File: config.mk
export PLATFORM = sky130hd
export DESIGN_NAME = hdb3_tx_ctrl
export DESIGN_NICKNAME = d
export VERILOG_FILES = /design/src/rtl/hdb3_pkg.sv /design/src/rtl/hdb3_bit_timer.sv /design/src/rtl/hdb3_tx_ctrl.sv
export SDC_FILE = /design/constraint.sdc
export NUM_CORES = 1
export LEC_CHECK = 0
export ABC_AREA = 1
export CAP_MARGIN = 20
export CORE_UTILIZATION = 56
export CTS_BUF_LIST = sky130_fd_sc_hd__clkbuf_16
export DETAILED_ROUTE_END_ITERATION = 10
export PLACE_DENSITY = 0.79
export SLEW_MARGIN = 20
export SYNTH_ARGS = -nofsm -noshare
export SYNTH_HDL_FRONTEND = slang
export SYNTH_SLANG_ARGS = --single-unit
File: constraint.sdc
create_clock -name clk -period 2.1 [get_ports clk]
set_input_delay 0.42 -clock clk [delete_from_list [all_inputs] [get_ports clk]]
set_output_delay 0.42 -clock clk [all_outputs]
set_load 0.02 [all_outputs]
File: src/rtl/hdb3_pkg.sv
// hdb3_pkg
// Shared definitions for the HDB3 transmit/receive control logic.
//   SYM_*             2-bit encoder symbol codes (V and B are produced
//                     downstream only, never by the transmit sequencer)
//   HDB3_DELAY_DEPTH  depth of the encoder's V/B look-ahead delay line
//   hdb3_tx_state_t   transmit sequencer states
package hdb3_pkg;

    localparam logic [1:0] SYM_ZERO = 2'b00;
    localparam logic [1:0] SYM_ONE  = 2'b01;
    localparam logic [1:0] SYM_V    = 2'b10;
    localparam logic [1:0] SYM_B    = 2'b11;

    localparam int HDB3_DELAY_DEPTH = 4;

    typedef enum logic [1:0] {
        ST_IDLE  = 2'd0,
        ST_CLEAR = 2'd1,
        ST_SHIFT = 2'd2,
        ST_FLUSH = 2'd3
    } hdb3_tx_state_t;

endpackage

File: src/rtl/hdb3_bit_timer.sv
// hdb3_bit_timer
// Bit-period timer: counts 0..div and wraps; tick is high on the terminal
// count. div = 0 ticks every cycle. Shared with the receive side.
//   clk    system clock
//   reset  synchronous, active-high reset
//   clear  holds the count at 0 (restart of the bit period)
//   div    bit period minus 1, in clk cycles
//   tick   high for one cycle at the end of each bit period
module hdb3_bit_timer #(
    parameter int DIV_W = 16
) (
    input  logic             clk,
    input  logic             reset,
    input  logic             clear,
    input  logic [DIV_W-1:0] div,
    output logic             tick
);

    logic [DIV_W-1:0] count;

    assign tick = (count == div);

    always_ff @(posedge clk) begin
        if (reset || clear) begin
            count <= '0;
        end else if (tick) begin
            count <= '0;
        end else begin
            count <= count + 1'b1;
        end
    end

endmodule

File: src/rtl/hdb3_tx_ctrl.sv
// hdb3_tx_ctrl
// Transmit sequencer in front of the HDB3 encoder chain. Takes host bytes
// over valid/ready, serialises them into encoder symbols at a programmable
// bit rate, clears the encoder state at frame start and flushes its delay
// line at frame end.
//   clk, reset        system clock, synchronous active-high reset
//   cfg_div           bit period minus 1; latched when a frame starts
//   s_valid/s_ready   host byte handshake; s_data byte, s_last end of frame
//   enc_ce/enc_data   one pulse + symbol per transmitted bit
//   enc_clr           one-cycle encoder state clear at frame start
//   busy              high whenever not idle
//   frame_done        pulse after the flush bits have gone out
//   underrun          pulse on every fill bit inserted between bytes
//
// state    | meaning
// ---------+---------------------------------------------------------------
// ST_IDLE  | waiting for the first byte of a frame
// ST_CLEAR | one cycle: encoder cleared, bit timer restarted
// ST_SHIFT | sending data bits (or fill bits when the host is late)
// ST_FLUSH | sending FLUSH_BITS zeros, then frame_done
module hdb3_tx_ctrl
    import hdb3_pkg::*;
#(
    parameter int DIV_W      = 16,
    parameter int FLUSH_BITS = HDB3_DELAY_DEPTH,
    parameter bit MSB_FIRST  = 1'b1
) (
    input  logic             clk,
    input  logic             reset,
    input  logic [DIV_W-1:0] cfg_div,
    input  logic             s_valid,
    output logic             s_ready,
    input  logic [7:0]       s_data,
    input  logic             s_last,
    output logic             enc_ce,
    output logic [1:0]       enc_data,
    output logic             enc_clr,
    output logic             busy,
    output logic             frame_done,
    output logic             underrun
);

    localparam int FC_W = (FLUSH_BITS < 1) ? 1 : $clog2(FLUSH_BITS + 1);

    hdb3_tx_state_t   state;
    logic [DIV_W-1:0] div_q;
    logic [7:0]       cur_data;
    logic [7:0]       nxt_data;
    logic             cur_last;
    logic             nxt_last;
    logic             nxt_valid;
    logic             filling;
    logic [2:0]       idx;
    logic [FC_W-1:0]  flush_cnt;
    logic             tick;
    logic             accept;
    logic             cur_bit;
    logic             slot_end;
    logic             timer_clear;

    assign s_ready = (state == ST_IDLE) ||
                     ((state == ST_SHIFT) && !nxt_valid && !cur_last);
    assign accept  = s_valid && s_ready;

    assign cur_bit = MSB_FIRST ? cur_data[~idx] : cur_data[idx];

    // A slot is either one whole byte or one fill bit, so a byte boundary
    // is reached after bit index 7 or after every fill bit.
    assign slot_end = filling || (idx == 3'd7);

    assign timer_clear = (state == ST_IDLE) || (state == ST_CLEAR);

    hdb3_bit_timer #(
        .DIV_W (DIV_W)
    ) u_bit_timer (
        .clk   (clk),
        .reset (reset),
        .clear (timer_clear),
        .div   (div_q),
        .tick  (tick)
    );

    always_ff @(posedge clk) begin
        if (reset) begin
            state      <= ST_IDLE;
            div_q      <= '0;
            cur_data   <= '0;
            nxt_data   <= '0;
            cur_last   <= 1'b0;
            nxt_last   <= 1'b0;
            nxt_valid  <= 1'b0;
            filling    <= 1'b0;
            idx        <= '0;
            flush_cnt  <= '0;
            enc_ce     <= 1'b0;
            enc_data   <= SYM_ZERO;
            enc_clr    <= 1'b0;
            busy       <= 1'b0;
            frame_done <= 1'b0;
            underrun   <= 1'b0;
        end else begin
            enc_ce     <= 1'b0;
            enc_data   <= SYM_ZERO;
            enc_clr    <= 1'b0;
            frame_done <= 1'b0;
            underrun   <= 1'b0;

            case (state)
                ST_IDLE: begin
                    if (accept) begin
                        cur_data  <= s_data;
                        cur_last  <= s_last;
                        div_q     <= cfg_div;
                        idx       <= '0;
                        filling   <= 1'b0;
                        nxt_valid <= 1'b0;
                        enc_clr   <= 1'b1;
                        busy      <= 1'b1;
                        state     <= ST_CLEAR;
                    end
                end

                ST_CLEAR: begin
                    state <= ST_SHIFT;
                end

                ST_SHIFT: begin
                    // A byte accepted on a slot-ending tick bypasses the
                    // next-byte buffer and goes straight to the shifter.
                    if (accept && !(tick && slot_end)) begin
                        nxt_data  <= s_data;
                        nxt_last  <= s_last;
                        nxt_valid <= 1'b1;
                    end
                    if (tick) begin
                        enc_ce   <= 1'b1;
                        underrun <= filling;
                        enc_data <= (!filling && cur_bit) ? SYM_ONE : SYM_ZERO;
                        idx      <= idx + 3'd1;
                        if (slot_end) begin
                            idx <= '0;
                            if (!filling && cur_last) begin
                                flush_cnt <= FC_W'(FLUSH_BITS);
                                state     <= ST_FLUSH;
                            end else if (nxt_valid) begin
                                cur_data  <= nxt_data;
                                cur_last  <= nxt_last;
                                nxt_valid <= 1'b0;
                                filling   <= 1'b0;
                            end else if (accept) begin
                                cur_data <= s_data;
                                cur_last <= s_last;
                                filling  <= 1'b0;
                            end else begin
                                filling <= 1'b1;
                            end
                        end
                    end
                end

                ST_FLUSH: begin
                    // The count reaching zero is handled one cycle after the
                    // last flush tick, which places frame_done after it.
                    if (flush_cnt == '0) begin
                        frame_done <= 1'b1;
                        busy       <= 1'b0;
                        state      <= ST_IDLE;
                    end else if (tick) begin
                        enc_ce    <= 1'b1;
                        flush_cnt <= flush_cnt - 1'b1;
                    end
                end

                default: begin
                    state <= ST_IDLE;
                end
            endcase
        end
    end

endmodule

==> flow_summary.ini <==
[sta]
worst_slack_ps = 115
period_share = 0.945
whs_ps = 462
max_freq_mhz = 504
worst_pin_slew_ps = 564
setup_violations = 0
relSlewSlack = 0.623
finalClockSkew_ps = 5.62
fin_crit_ps = 1990
rsz0062_at_grt = no
final_hold_viol_count = 0
final_max_slew_viol_count = 0
finalSetupTns_ps = 0

[clocking]
clock-sinks = 66
clockRootBuffer = clkbuf_16
cts_tree = yes
postCtsHoldBufs = 0
clkLatencyLatePin_ps = 330
path_clk_slew_ps = 50
numCtsBuffers = 9
clk_path_buf_depth = 2
htreeDepth = 3

[setup_path]
cp-startpoint = state[0]
r2r-end = u_bit_timer.count[14]
r2r-start = u_bit_timer.count[1]
required_ps = 1680
crit_end = s_ready
crit_fanout = 5
endpoint_kind = output pin
path_class = reg2out
r2r_cells = 10
crit_arrival_ps = 1570
cp-start-kind = flop
r2r_slack_ps = 240

[placed_design]
port_buffers = 34
place_hpwl_um = 5090
place_ws_ps = 228
gp_congestion = 0.830

[power]
ir_worst_vdd_v = 0.000830
p_clk_frac = 0.324
power.density_mw_per_mm2 = 1260
pwr-share-seq = 0.323
intPower_w = 0.00334
power_leakage_nw = 1.73
combPwrFrac = 0.353
p_sw_frac = 0.358
p_switching_w = 0.00186

[yosys]
ys_seq_elements = 66
synth_cell_types = 40
synth_cells = 493
synth-main-ff-cell = dfxtp_1
synth_edf_count = 0
syn_area_mm2 = 0.00337
synth_warnings = 0
synthArstFlopShare = 0
syn_nets = 530
syn_avg_cell_area_um2 = 6.83
yosysSeqAreaShare = 0.392

[die]
die_x_um = 79.6
core_area_mm2 = 0.00564
die-area_mm2 = 0.00633
num_io_pins = 36
initial_core_util = 0.597
rows = 27
die_h_um = 79.6

[final_layout]
n_antenna_cell = 0
fillers = 461
ff_latch_area_mm2 = 0.00132
multi_input_area_mm2 = 0.00171
drive_gt1_frac = 0.103
layout.nets = 567
synthToLayoutAreaGrowth_pct = 22.1

[detailed_routing]
drc = 0
ant_nets = 0
via_count = 3118
drt_iter0_drc = 115
totalWireLength_um = 7170
avgViaCountPerCell = 5.14
firstDrtPassIters = 4
wl_per_cell_um = 11.8

[global_routing]
grt_pass1_wl_um = 12500
track_usage = 0.255
grt_antenna_before_repair = 0
grt_max_degree = 25
gr-total-overflow = 0
grt_pass1_vias = 2907

[run_status]
status = finished, final reports clean

[run]
max_cap_violations = 0

[hold_path]
hold_class = reg2reg
## flip-flops by register name, summed over array words and instances, names as in the netlist, 2 cells and up
signal             count
cur_data               8
div_q                 16
flush_cnt              3
idx                    3
nxt_data               8
state                  2
u_bit_timer.count     16
## per-stage QoR
stage / utilization / cells / total power [W] / area (um2)
2_1_floorplan: - / 493 / 0.00309 / 3370
3_3_place_gp: 0.670 / 591 / 0.00345 / 3780
3_5_place_dp: 0.670 / 591 / 0.00352 / 3780
4_1_cts: 0.729 / 607 / 0.00523 / 4110
5_1_grt: 0.729 / 607 / 0.00558 / 4110
6_report: 0.729 / 607 / 0.00520 / 4110
## cells in the final DEF, fill, tap and decap left out, types with 8 or more instances in the layout
master	netlist	routed
clkdlybuf4s50_1	0	33
nand2_1	134	134
nor2_1	56	55
inv_1	58	58
dfxtp_1	66	66
o21ai_0	28	28
a21oi_1	39	39
ha_1	9	9
a21oi_2	8	8
nand3_1	15	15
o21ai_1	11	11
inv_2	8	8
clkbuf_16	0	9
## power groups by stage
stage	logic, W	clock network (W)	registers (W)
after floorplan	0.00142	0	0.00167
after global placement	0.00176	0	0.00169
after detailed placement	0.00182	0	0.00170
after CTS	0.00184	0.00171	0.00168
after global routing	0.00211	0.00176	0.00171
final	0.00183	0.00169	0.00168
## synthesized netlist by cell type, types with 2 or more instances
library cell  number  area, um2
a211oi_1           3       22.5
a21oi_1           39        195
a21oi_2            8       70.1
buf_2              3       15.0
clkbuf_1           9       33.8
dfxtp_1           66       1320
ha_1               9        113
inv_1             58        218
inv_2              8       30.0
nand2_1          134        503
nand2_2            2       12.5
nand2_4            2       22.5
nand3_1           15       75.1
nand4_1            7       43.8
nor2_1            56        210
nor3_1             5       25.0
nor3_2             2       20.0
nor3b_1            2       15.0
o211ai_1           2       15.0
o21ai_0           28        140
o21ai_1           11       55.1
or2_2              3       18.8
xor2_1             4       35.0
## kinds of logic (layout without fill, tap and decap cells)
| family | Yosys count | after routing | share of synthesized area |
|---|---|---|---|
| compound gates | 96 | 96 | 0.162 |
| buf+inv | 82 | 124 | 0.0996 |
| xor+xnor | 4 | 4 | 0.0104 |
| simple gates | 235 | 235 | 0.302 |
| flops | 66 | 66 | 0.392 |
| other cells | 1 | 1 | 0.00111 |
| fa+ha+maj | 9 | 9 | 0.0334 |
## critical path, stage by stage (launching register included)
cell,delay (ps)
dfxtp_1,360
inv_1,80
ha_1,260
inv_1,130
o21ai_2,80
dlygate4sd2_1,320
## how the worst min path moves through the flow
stage	startpoint	end	slack [ps]	cells past startpoint
floorplan	filling	enc_data[0]	420	1
global placement	flush_cnt[2]	flush_cnt[2]	450	2
detailed placement	nxt_data[7]	nxt_data[7]	450	2
CTS	nxt_data[7]	nxt_data[7]	460	2
global route	nxt_data[5]	nxt_data[5]	480	2
finish	nxt_data[7]	nxt_data[7]	460	2
## layer usage
| layer | GRT usage | vias up | share of wire |
|---|---|---|---|
| li1 | - | 1640 | - |
| met2 | 0.460 | 48 | 0.51 |
| met5 | 0 | - | 0 |
| met4 | 0.0800 | 0 | 0.013 |
| met1 | 0.292 | 1418 | 0.44 |
| met3 | 0.0651 | 12 | 0.041 |
## area by class of cell
class,count,share of cell area
Inverter,67,0.0642
Tap cell,72,0.0219
Clock buffer,9,0.0547
Clock inverter,7,0.0262
Multi-Input combinational cell,345,0.417
Timing Repair Buffer,41,0.0952
Sequential cell,66,0.321
## repair_timing
action / in CTS / in global routing
setup endpoints to repair: 1 / 1
buffers inserted: 0 / 0
endpoints found under the hold margin: 0 / 0
resized for setup: 1 / 1
No activity file was read; power rests on OpenSTA's default activity.
==> edit 1, RTL diff (same flow settings) <==
The parameter `MSB_FIRST` goes from 1'b1 to 1'b0.
--- a/src/rtl/hdb3_tx_ctrl.sv
+++ b/src/rtl/hdb3_tx_ctrl.sv
@@ -25,3 +25,3 @@
     parameter int FLUSH_BITS = HDB3_DELAY_DEPTH,
-    parameter bit MSB_FIRST  = 1'b1
+    parameter bit MSB_FIRST  = 1'b0
 ) (
Check against the original RTL: not equivalent (a bounded check fails within 4 cycles, from zero or initial values and one cycle with reset high).
==> edit 1 against the unedited design <==
- fmax down 1.4%
- wire length grew 2.5%
- utilization is 1.4 points lower
- synthesized cell count is 1.4% higher
- worst setup slack worse by 0.028 ns
- power fell by 7.9%
- worst hold slack worse by 0.0072 ns
- final area down 1.9%
- sequential cell count is the same
- die area shrank 0.40%
- synthesized area shrank 0.41%
- largest power group unchanged
==> edit 1: results (changes against the unedited design) <==
- CP Max Fanout: 4 (-1)
- Largest net degree at the start of global routing: 31 (+24%)
- Multi-In Gates: 359 (+4.1%)
- Met3 Routed Length: 328 um (+10%)
- Grt met2 use: 0.443 (-0.0167)
- Hold EP: enc_data[0]
- Internal: 2930 uW (-12%)
- Final HPWL DP: 5.26 mm (+3.3%)
- Max IR drop VDD: 0.843 mV (+1.7%)
- R2R setup slack: 0.19 ns (-0.05 ns)
- Gpl congestion: 0.823 (-0.83%)
- Worst min path class: register to register
- Synth cell count leaders: nand2_1, dfxtp_1, nor2_1
- Layout cells sized above 1: 0.0738 (-0.0290)
- Global-route wire length before repair: 12.3 mm (-1.7%)
- Buffers, non-clock: 43 (+4.9%)
- Multi-input combinational area share: 0.429 (+0.0119)
- Final wirelength: 7.35 mm (+2.5%)
- Adder and majority gate portion of the synthesized area: 0.0336 (+0.000137)
- Vias in the first global route: 2850 (-2.0%)
- Syn Nets: 537 (+1.3%)
- Lkg Pwr: 0.00169 uW (-2.4%)
- Hold Startpoint: filling
- Vias post-DR: 3156 (+1.2%)
- NumNets Final: 575 (+1.4%)
- Worst Path Arrival: 1.59 ns (+0.02 ns)
- Compound-Gate Fraction of Synth Area: 0.138 (-0.0232)
- Root Driver: clkbuf_16
- Clock tree cell share of total cell area: 0.0626 (-0.0183)
- Synth Area in XOR/XNOR: 0.0131 (+0.00265)
- Outcome: complete, no violations
- M1 GR Usage: 0.293 (+0.000624)
- Hold Path Depth: 1 (-1)
- R2R depth: 8 (-2)
- Met1 WL: 3.36 mm (+7.0%)
- Signal buf overhead: 0.104 (+0.00868)
- Skew final: 0.00729 ns (+0.00167 ns)
- Count of non-CTS inverters in the layout: 59 (-12%)
- Initial DRC count: 181 (+57%)
- Seq/Total Area, Yosys: 0.394 (+0.00161)
- Worst reg2reg startpoint: idx[0]
- Post-synth EDFFs: 0 (unchanged)
- Synth area leaders: dfxtp_1, nand2_1, nor2_1
- CTS sink count: 66 (unchanged)
- Skew-Pair Late Insertion Delay: 0.33 ns (about the same)
- Mux cell area share after synthesis: 0.00298 (+0.00298)
- Slew headroom: 0.629 (+0.00545)
- Hold_buf cts: 0 (unchanged)
- Routed wl met2: 3.59 mm (-1.3%)
- Total track usage: 0.251 (-0.00431)
- GR Util met3: 0.0686 (+0.00343)
- Ant diodes: 0 (unchanged)
- R2r endpoint: nxt_data[0]
- FILL cells: 459 (-0.43%)
- Yosys cell types: 38 (-5.0%)
edit 1: cell types whose count changed in the layout (fill, tap and decap cells not counted), sizes merged, moves of 4 or more:
cell   delta
or2       -4
nand2    +14
a21oi     -7
inv       -6
nand3     +8
edit 1: critical path, cell delays in order, from the launching register on:
cell	delay (ns)
dfxtp_1	0.35
inv_1	0.09
ha_1	0.25
inv_1	0.15
o21ai_2	0.10
dlygate4sd2_1	0.33
edit 1: power by group through the flow:
stage	sequential [uW]	clock (uW)	combinational, uW
6_report	1670	1280	1840
5_1_grt	1700	1350	2090
4_1_cts	1670	1300	1850
3_5_place_dp	1690	0	1840
3_3_place_gp	1680	0	1790
2_1_floorplan	1660	0	1400
edit 1: through the flow:
stage               hold slack, ns  cells  setup slack, ns  area [sq um]
detailed placement           0.447    599            0.128          3780
finish                       0.454    614           0.0873          4040
floorplan                    0.422    500            0.160          3350
global route                 0.486    614         0.000582          4040
CTS                          0.457    614           0.0841          4040
global placement             0.444    599            0.171          3780
==> edit 2, RTL diff (same flow settings) <==
Made on the original files. Register the input `cfg_div` before use, cleared by the reset. The logic sees it one clock later. The other inputs are not delayed to match.
--- a/src/rtl/hdb3_tx_ctrl.sv
+++ b/src/rtl/hdb3_tx_ctrl.sv
@@ -43,2 +43,12 @@
     localparam int FC_W = (FLUSH_BITS < 1) ? 1 : $clog2(FLUSH_BITS + 1);
+
+    logic [DIV_W-1:0] cfg_div_q;
+
+    always_ff @(posedge clk) begin
+        if (reset) begin
+            cfg_div_q <= '0;
+        end else begin
+            cfg_div_q <= cfg_div;
+        end
+    end
 
@@ -112,3 +122,3 @@
                         cur_last  <= s_last;
-                        div_q     <= cfg_div;
+                        div_q     <= cfg_div_q;
                         idx       <= '0;
Formal check against the unedited RTL: not equivalent (Yosys sat finds a counterexample within 4 cycles, from zero or initial values and one cycle with reset high).
==> edit 2 against the unedited design <==
- the run now ends with DRC left
- sequential cell count increased by 16
- clock skew is 0.00066 ns higher
- first-iteration DRC count up 47%
- wire length grew 9.9%
- final area up 9.9%
- die area rose by 12%
- synthesized area grew 13%
- combinational power up 11%
- power up 9.0%
- worst setup slack worse by 0.0018 ns
- critical endpoint unchanged
- largest cell class unchanged
- largest power group unchanged
==> edit 2: results (changes against the unedited design) <==
- Outcome: finished, violations left
- Failing checks: DRC
- CTS buffer count: 9 (unchanged)
- DRT Pass-1 Iters: 7 (+3)
- Initial DRC count: 169 (+47%)
- Total setup buffers inserted after CTS: 0 (unchanged)
- DRC: 4 (+4)
- Worst min path class: register to register
- Syn Nets: 590 (+11%)
- Skew final: 0.00627 ns (+0.000656 ns)
- Final HPWL DP: 5.50 mm (+7.9%)
- Lkg Pwr: 0.00197 uW (+14%)
- Skew-Pair Late Insertion Delay: 0.33 ns (about the same)
- Yosys cell types: 35 (-13%)
- Max IR drop VDD: 0.650 mV (-22%)
- FILL cells: 554 (+20%)
- Total track usage: 0.240 (-0.0154)
- H-tree level count: 3 (unchanged)
- Synth area leaders: dfxtp_1, nand2_1, nor2_1
- Initial antenna violation count: 0 (unchanged)
- Placed cell areas: 4210 sq um (+11%)
- Port bufs: 34 (unchanged)
- YS warnings: 0 (unchanged)
- Clock Tree Buf Depth: 2 (unchanged)
- Vias/cell: 5.04 (-1.9%)
- Vias in the first global route: 3270 (+12%)
- Clock-pin slew on the worst setup and hold paths: roughly 0.060 ns
- Pre-CTS setup slack: 0.173 ns (-0.0549 ns)
- Gpl congestion: 0.911 (+9.8%)
- Global-route wire length before repair: 13.8 mm (+10%)
- Final wirelength: 7.88 mm (+9.9%)
- Largest net degree at the start of global routing: 36 (+44%)
- NumNets Final: 627 (+11%)
- Seq/Total Area, Yosys: 0.433 (+0.0409)
- Layout Cells excl Fill: 672 (+11%)
- Ant diodes: 0 (unchanged)
- Avg Inst Size Synth: 6.85 sq um (+0.31%)
- Layout cells sized above 1: 0.0756 (-0.0272)
- Detail Route Antenna Nets: 0 (unchanged)
- CP Max Fanout: 5 (unchanged)
- Synth cell count leaders: nand2_1, nor2_1, dfxtp_1
- Worst Path Arrival: 1.57 ns (about the same)
- Synth async-reset ratio: 0 (unchanged)
- Post-Place Cells: 656 (+11%)
- Top Registers: cfg_div_q: 16 flops, div_q: 16 flops, u_bit_timer.count: 16 flops
- Root Driver: clkbuf_16
-- edit 2: changes by cell type in the layout (fill, tap and decap cells not counted), moves of 2 or more --
cell,change
dfxtp_1,+16
o211ai_1,-2
o21ai_0,+14
o21ai_1,-11
nor3_1,+8
a211oi_1,-3
xor2_1,-2
a21oi_2,-6
nand4_1,-4
nand2_1,-3
a21oi_1,+6
nor2_1,+28
buf_4,+2
inv_1,+20
-- edit 2: layout make-up --
class,instances,area share
inverter,85,0.0708
timing repair buffer,43,0.0899
sequential,82,0.363
clock inverter,7,0.0188
tap,77,0.0213
clock buffer,9,0.0498
multi-input combinational,369,0.386
-- edit 2: metrics by stage --
| stage | util | total power [uW] | hold slack [ns] |
|---|---|---|---|
| 2_1_floorplan | - | 3580 | 0.440 |
| 3_3_place_gp | 0.652 | 3960 | 0.450 |
| 3_5_place_dp | 0.652 | 4040 | 0.460 |
| 4_1_cts | 0.700 | 5680 | 0.469 |
| 5_1_grt | 0.700 | 6070 | 0.482 |
| 6_report | 0.700 | 5670 | 0.468 |
-- edit 2: critical path, cell delays in order, from the launching register on --
cell	delay (ns)
dfxtp_1	0.34
inv_1	0.09
ha_1	0.18
inv_2	0.07
o31ai_4	0.19
dlygate4sd2_1	0.36
-- edit 2: where the power goes --
group	leakage [uW]	switching [uW]	internal (uW)	total [uW]
logic	0.00114	1310	727	2030
clock network	0.000154	606	1030	1630
registers	0.000673	165	1840	2000
-- edit 2: worst paths after layout --
path / from / depth (start not counted) / endpoint / slack [ns]
max reg2reg: u_bit_timer.count[0] / 11 / u_bit_timer.count[12] / 0.26
min: nxt_data[0] / 2 / nxt_data[0] / 0.47
max: state[0] / 5 / s_ready / 0.11
min reg2reg: nxt_data[0] / 2 / nxt_data[0] / 0.47
-- edit 2: routing by layer --
metal  track usage  up-vias  wire (um)
li1              -     1792          -
met1         0.284     1523       3560
met2         0.433       64       3950
met3        0.0324        6        291
met4         0.107        0         79
met5             0        -          0
-- edit 2: logic make-up (layout without fill, tap and decap cells) --
logic type | count (synthesis) | after routing | synth area share
and+or+nand+nor | 262 | 262 | 0.290
buffers and inverters | 102 | 144 | 0.107
adders and majority gates | 9 | 9 | 0.0297
other | 1 | 1 | 0.000989
AOI/OAI and AO/OA | 95 | 95 | 0.134
xor gates and xnor gates | 2 | 2 | 0.00462
DFF | 82 | 82 | 0.433
-- edit 2: repair_timing --
action,4_1_cts,5_1_grt
gates cloned,0,0
resized for setup,1,2
endpoints found under the setup margin,1,2
